<file path="src/rtl/apb_reg_slv.sv">
// APB3 slave front-end for a bank of read/write register cells.
// It decodes each transfer into a one-hot write-enable pulse with write data,
// and returns read data selected from the flattened cell outputs.
// Every transfer completes with exactly one wait state. Bad accesses raise pslverr.
module apb_reg_slv #(
  parameter int                  DATA_W   = 32,
  parameter int                  ADDR_W   = 12,
  parameter int                  NUM_REGS = 16,
  parameter logic [NUM_REGS-1:0] RO_MASK  = '0
) (
  input  logic                       clk_reg,
  input  logic                       rst_reg_n,
  input  logic                       psel,
  input  logic                       penable,
  input  logic                       pwrite,
  input  logic [ADDR_W-1:0]          paddr,
  input  logic [DATA_W-1:0]          pwdata,
  output logic                       pready,
  output logic [DATA_W-1:0]          prdata,
  output logic                       pslverr,
  output logic [NUM_REGS-1:0]        reg_wen,
  output logic [DATA_W-1:0]          reg_wdata,
  input  logic [NUM_REGS*DATA_W-1:0] reg_rdata
);

  typedef enum logic {
    ST_IDLE = 1'b0,
    ST_RESP = 1'b1
  } state_t;

  state_t              r_state;
  logic [DATA_W-1:0]   r_prdata;
  logic                r_pslverr;
  logic [NUM_REGS-1:0] r_reg_wen;
  logic [DATA_W-1:0]   r_reg_wdata;

  // The word index is zero-extended by one bit so that NUM_REGS == 2**(ADDR_W-2)
  // still fits in the comparison width.
  logic [ADDR_W-2:0]   w_idx;
  logic                w_aligned;
  logic                w_in_range;
  logic                w_ro;
  logic [NUM_REGS-1:0] w_onehot;
  logic [DATA_W-1:0]   w_sel_rdata;
  logic                w_hit;
  logic                w_err;
  logic                w_wr_ok;
  logic                w_start;

  assign w_idx     = {1'b0, paddr[ADDR_W-1:2]};
  assign w_aligned = (paddr[1:0] == 2'b00);

  // Address decode. The loop matches the index only against existing
  // registers, so out-of-range addresses never index past the mask or the read bus.
  always_comb begin
    // NOTE: every output of this block gets a default first, so no path leaves it unassigned and no latch is inferred.
    w_in_range  = 1'b0;
    w_ro        = 1'b0;
    w_onehot    = '0;
    w_sel_rdata = '0;
    for (int i = 0; i < NUM_REGS; i++) begin
      if (w_idx == (ADDR_W-1)'(i)) begin
        w_in_range  = 1'b1;
        w_ro        = RO_MASK[i];
        w_onehot[i] = 1'b1;
        w_sel_rdata = reg_rdata[i*DATA_W +: DATA_W];
      end
    end
  end

  assign w_hit   = w_aligned & w_in_range;
  assign w_err   = ~w_hit | (pwrite & w_ro);
  assign w_wr_ok = w_hit & pwrite & ~w_ro;
  assign w_start = psel & penable;

  // Two-state transfer FSM; all bus and cell outputs are registered here.
  always_ff @(posedge clk_reg or negedge rst_reg_n) begin
    if (!rst_reg_n) begin
      r_state     <= ST_IDLE;
      r_prdata    <= '0;
      r_pslverr   <= 1'b0;
      r_reg_wen   <= '0;
      r_reg_wdata <= '0;
    end else begin
      // NOTE: non-blocking assignments so every flop samples pre-edge values, independent of statement order.
      case (r_state)
        ST_IDLE: begin
          if (w_start) begin
            r_state     <= ST_RESP;
            r_reg_wen   <= w_wr_ok ? w_onehot : '0;
            r_reg_wdata <= pwdata;
            r_pslverr   <= w_err;
            r_prdata    <= (w_hit & ~pwrite) ? w_sel_rdata : '0;
          end
        end
        ST_RESP: begin
          // Leave after one cycle regardless of psel/penable. The write pulse
          // ends here, and prdata/reg_wdata hold their values.
          r_state   <= ST_IDLE;
          r_reg_wen <= '0;
          r_pslverr <= 1'b0;
        end
        default: begin
          r_state <= ST_IDLE;
        end
      endcase
    end
  end

  assign pready    = (r_state == ST_RESP);
  assign prdata    = r_prdata;
  assign pslverr   = r_pslverr;
  assign reg_wen   = r_reg_wen;
  assign reg_wdata = r_reg_wdata;

endmodule

</file>
<file path="config.mk">
export PLATFORM = sky130hd
export DESIGN_NAME = apb_reg_slv
export DESIGN_NICKNAME = d
export VERILOG_FILES = /design/src/rtl/apb_reg_slv.sv
export SDC_FILE = /design/constraint.sdc
export NUM_CORES = 1
export LEC_CHECK = 0
export ABC_AREA = 1
export CORE_AREA = 2 2 247 249
export CTS_CLUSTER_DIAMETER = 60
export CTS_CLUSTER_SIZE = 25
export DETAILED_ROUTE_END_ITERATION = 8
export DIE_AREA = 0 0 249 251
export SLEW_MARGIN = 5
export SYNTH_ARGS = -nofsm -noshare
export SYNTH_HDL_FRONTEND = slang
export SYNTH_SLANG_ARGS = --single-unit
</file>
<file path="constraint.sdc">
create_clock -name clk_reg -period 1.8 [get_ports clk_reg]
set_clock_uncertainty 0.05 [all_clocks]
set_input_delay 0.45 -clock clk_reg [delete_from_list [all_inputs] [get_ports clk_reg]]
set_output_delay 0.45 -clock clk_reg [all_outputs]
set_load 0.005 [all_outputs]
</file>
# Word level (Yosys, flattened, before mapping)
# Index checks and enable logic that the tools add are counted.
[classes]
mux = 55
n_lt_le_gt_ge = 0
n_eq_ne = 16
bitwise_logic = 7
n_mul = 0
div_mod_pow = 0
n_reduce_logical = 3
n_shift = 0
addsub = 0
[op_table]
columns = ["cell", "count"]
rows = [
  ["2-to-1 mux 32 bit", 17],
  ["== test 10 x 4 -> 1 bit, second input constant", 8],
  ["== test 10 x 3 -> 1 bit, second input constant", 4],
  ["2-to-1 mux 1 bit", 33],
  ["2-to-1 mux 16 bit", 2],
  ["one-hot mux 16 bit (2 select lines)", 1],
  ["== test 10 x 2 -> 1 bit, second input constant", 2],
  ["zero test 11 bit", 1],
  ["== test 10 x 1 -> 1 bit, second input constant", 1],
  ["AND 1 bit", 4],
  ["one-hot mux 1 bit (2 select lines)", 2],
  ["NOT 1 bit", 3],
  ["zero test 2 bit", 1],
  ["inequality test 2 bit, second input constant", 1],
  ["AND reduction 2 bit", 1],
]
[totals]
mem_bits_ro = 0
ram_bits = 0
latchBits = 0
output_inout_bits = 82
wordCells = 86
memories = 0
register_bits = 82

# Longest topological paths before layout
[logic_depth]
ltp_word = 22
depth_mapped = 17

# Worst setup path before layout
# Ideal clock, no wire load.
[synth_timing]
kind = "input to register"
start = "in paddr[10]"
end = "reg r_prdata[11] (netlist: prdata[11])"
setup_ns = 0.116
arrival_time_ns = 1.771
required_ns = 1.634
path_slack_ns = -0.137
path_stages = 14
cell_sequence = "inv_2 nand2_4 nor2_2 nand2_4 nor3_2 buf_2 buf_2 nor2_1 o21ai_1 nand4_1 o21ai_1 nand2_1 nand2_1 nand2_1"
[synth_via]
elab_chain_cells = 20
elab_cells_between_ends = 51
cone_classes = "eq/ne (15); mux (33); bitwise (2); reduce/logical (1)"
[synth_lines]
columns = ["item", "line", "source"]
rows = [
  ["start, declared", "16", "input logic [ADDR_W-1:0] paddr,"],
  ["zero test 11 bit", "62", "if (w_idx == (ADDR_W-1)'(i)) begin"],
  ["2-to-1 mux 1 bit (16 in series)", "62", ""],
  ["AND 1 bit", "71", "assign w_hit = w_aligned & w_in_range;"],
  ["AND 1 bit", "93", "r_prdata <= (w_hit & ~pwrite) ? w_sel_rdata : '0;"],
  ["2-to-1 mux 32 bit *", "93", ""],
  ["end signal, assigned", "93", ""],
  ["end, declared", "32", "logic [DATA_W-1:0] r_prdata;"],
]
# Every way passes the cells marked *; elsewhere a longest branch is shown, timed or not.
# A chain may end at the register's enable or synchronous reset.

# Worst setup path in the final report
[layout_timing]
start = "in paddr[6]"
end = "reg r_prdata[22] (netlist: prdata[22])"
# The elaborated chain is that of the path after synthesis.

==> impl_metrics.toml <==
[run_status]
status = "complete, but fails checks"
violations = "negative setup slack"

[synthesis]
yosysUniqueCellTypes = 41
syn_area_mm2 = 0.00760
synthMuxAreaShare_pct = 0
yosys.area.top_type_share_pct = 27.8
syn_avg_cell_area_um2 = 5.97
mappedNetlistNets = 1833
synth-xor-area-share_pct = 0
synth_cells = 1272
synth.largest_area_cell = "nand2_1"
yosys.area_share.adder_pct = 0
synth_top_family_by_area = "simple AND/OR/NAND/NOR gates"
yosys_warnings = 0
synth_compound_area_share_pct = 14.7
synth.area.top_cells = "nand2_1 (28%), dfrtp_1 (27%), nand4_1 (5.7%)"
ys_ff_latch = 82
yosys.area_share.simple_pct = 49.9
yosysSeqAreaShare_pct = 27.0

[finish]
drive_above_1_share_pct = 24.5
seq_area_mm2 = 0.00205
final_core_util_pct = 31.3
nNetsFinal = 2687
area_growth_pct = 146
finalNonFillerCells = 2921
fillCellCount = 6417
multi_input_comb_area_mm2 = 0.00579

[critical_path]
path_class = "input port to register"
critPathLaunchType = "input port"
required_ns = 2.03
ff2ff_path_depth = 7
endpoint_kind = "register"
crit_fanout = 6
cp.arrival_ns = 2.55

[cts]
clk_path_buf_depth = 2
clk_latency_ns = 0.37
clk_pin_slew_ns = 0.08
clkSinkCount = 82
ctsHtreeMaxLevel = 3
cts_tree = "built"
cts-root-buf = "clkbuf_16"
cts_buffers = 9

[sta]
worst_pin_slew_ns = 0.700
fmax_mhz = 430
finalSetupTns_ns = -17.40
rsz0062_at_grt = "yes"
fin_crit_ns = 2.32
hold_viol = 0
period_share_pct = 129
max_slew_margin_pct = 52.8
fin_ws_ns = -0.523
setup-violations-final = 48
drv_slew = 0

[global_routing]
grt_max_degree = 29
grt_overflow = 0
grt_pass1_wl_mm = 87.4
grt_pass1_vias = 12400
grtUsageTotal_pct = 19.4
antenna_found_initial = 11

[placement]
dp_cells = 2851
place_congestion = 0.949
portBuffers = 642
hpwl_mm = 53.7

[job]
drv_cap = 0

[min_path]
hold_class = "register to register"
min_path_cells = 2

[routing]
num_vias = 12300
ant_nets = 0
wl_per_cell_um = 21.6
remaining_drc_errors = 0
drt-pass1-iter-count = 5
wl_mm = 63.2
drtIter0Drc = 690
routed_via_density = 4.22

[floorplan]
die-area_mm2 = 0.0625
core_mm2 = 0.0598
initial_core_util_pct = 12.7
die_x_um = 249
ios = 643
rows = 90
dieHeight_um = 251

[pwr]
leakagePower_nw = 8.61
power_density_mw_per_mm2 = 322
p_total_w = 0.00602
ir_drop_uv = 614
critical path: stages:
cell and delay, ns:
buf_6 0.07, nor2_4 0.04, nand2_4 0.11, buf_4 0.13
nor2_4 0.04, buf_12 0.13, buf_4 0.14, nand3_1 0.06
nand2_1 0.06, nor2_1 0.11, nand4_1 0.28, nand2_1 0.16
nand4_1 0.19, nand2_1 0.17, buf_6 0.12, nand4_1 0.07
o21bai_1 0.13, nand2_1 0.06
sequential cells by signal, indices dropped and copies added (netlist names):
name	count
prdata	32
reg_wdata	32
reg_wen	16
pready	1
pslverr	1
kinds of logic (layout without fill, tap and decap cells):
family / Yosys count / after routing
and+or+nand+nor: 866 / 866
buffers and inverters: 147 / 1006
DFF: 82 / 82
AOI/OAI and AO/OA: 177 / 177
other: 0 / 8
routing by layer:
layer | GRT usage (%) | wire length [um]
met2 | 32.8 | 29800
met5 | 0 | 57
met3 | 5.19 | 4700
met1 | 23.4 | 25900
met4 | 7.58 | 2750
repair_timing:
item	4_1_cts	5_1_grt
cloned	1	2
endpoints found under the setup margin	72	71
hold buffers	1	0
setup buffers	28	25
pin swaps	80	64
gates resized for setup	243	121
hold endpoints to repair	22	0
synth_stat cells, drive strengths merged:
library cell / count
nor2: 130
nand4: 69
a22o: 4
a211oi: 1
clkinv: 2
nand2: 571
nor3: 4
or2: 21
o211ai: 3
dfrtp: 82
a32o: 15
a31oi: 1
o21bai: 1
a221oi: 7
clkbuf: 35
a21oi: 66
o22ai: 35
nor4: 3
nand3: 68
o21ai: 44
buf: 36
inv: 74
cell type report:
type                            count  share of cell area, %
Antenna cell                        8                  0.107
Tap cell                          782                   5.23
Multi-Input combinational cell   1043                   31.0
Inverter                           76                   1.76
Clock buffer                       10                   1.28
Sequential cell                    82                   11.0
Clock inverter                      6                  0.274
Timing Repair Buffer              914                   49.4
cell usage in the layout (no fill, tap or decap), drive strengths merged, types with 44 or more instances in the layout:
cell type	n
clkdlybuf4s50	587
nand2	571
buf	279
nor2	130
dfrtp	82
inv	74
nand4	69
nand3	68
a21oi	66
o21ai	44
worst paths after layout:
kind                                    from            end  slack (ns)
worst max-delay path                paddr[6]     prdata[22]       -0.52
worst min-delay path            reg_wdata[9]   reg_wdata[9]        0.42
worst max register to register        pready     prdata[23]        0.18
worst min register to register  reg_wdata[9]   reg_wdata[9]        0.42
max in group asynchronous          rst_reg_n  reg_wdata[10]        0.64
min in group asynchronous          rst_reg_n   reg_wdata[6]        0.50
stage by stage:
| stage | area, um^2 | worst slack, ns | hold WS, ns |
|---|---|---|---|
| 2_1_floorplan | 7690 | -0.0790 | 0.104 |
| 3_3_place_gp | 16800 | -1.56 | 0.354 |
| 3_5_place_dp | 16800 | -1.59 | 0.356 |
| 4_1_cts | 18000 | -0.468 | 0.423 |
| 5_1_grt | 18700 | -0.609 | 0.444 |
| 6_report | 18700 | -0.523 | 0.419 |
where the power goes:
part / total [W] / switching, W / leakage, nW / internal (W)
clock: 0.00190 / 0.000909 / 0.145 / 0.000990
combinational: 0.00210 / 0.000649 / 7.38 / 0.00145
sequential: 0.00202 / 0.0000665 / 1.09 / 0.00195
total: 0.00602 / 0.00162 / 8.61 / 0.00440
No activity file was read; power rests on OpenSTA's default activity.
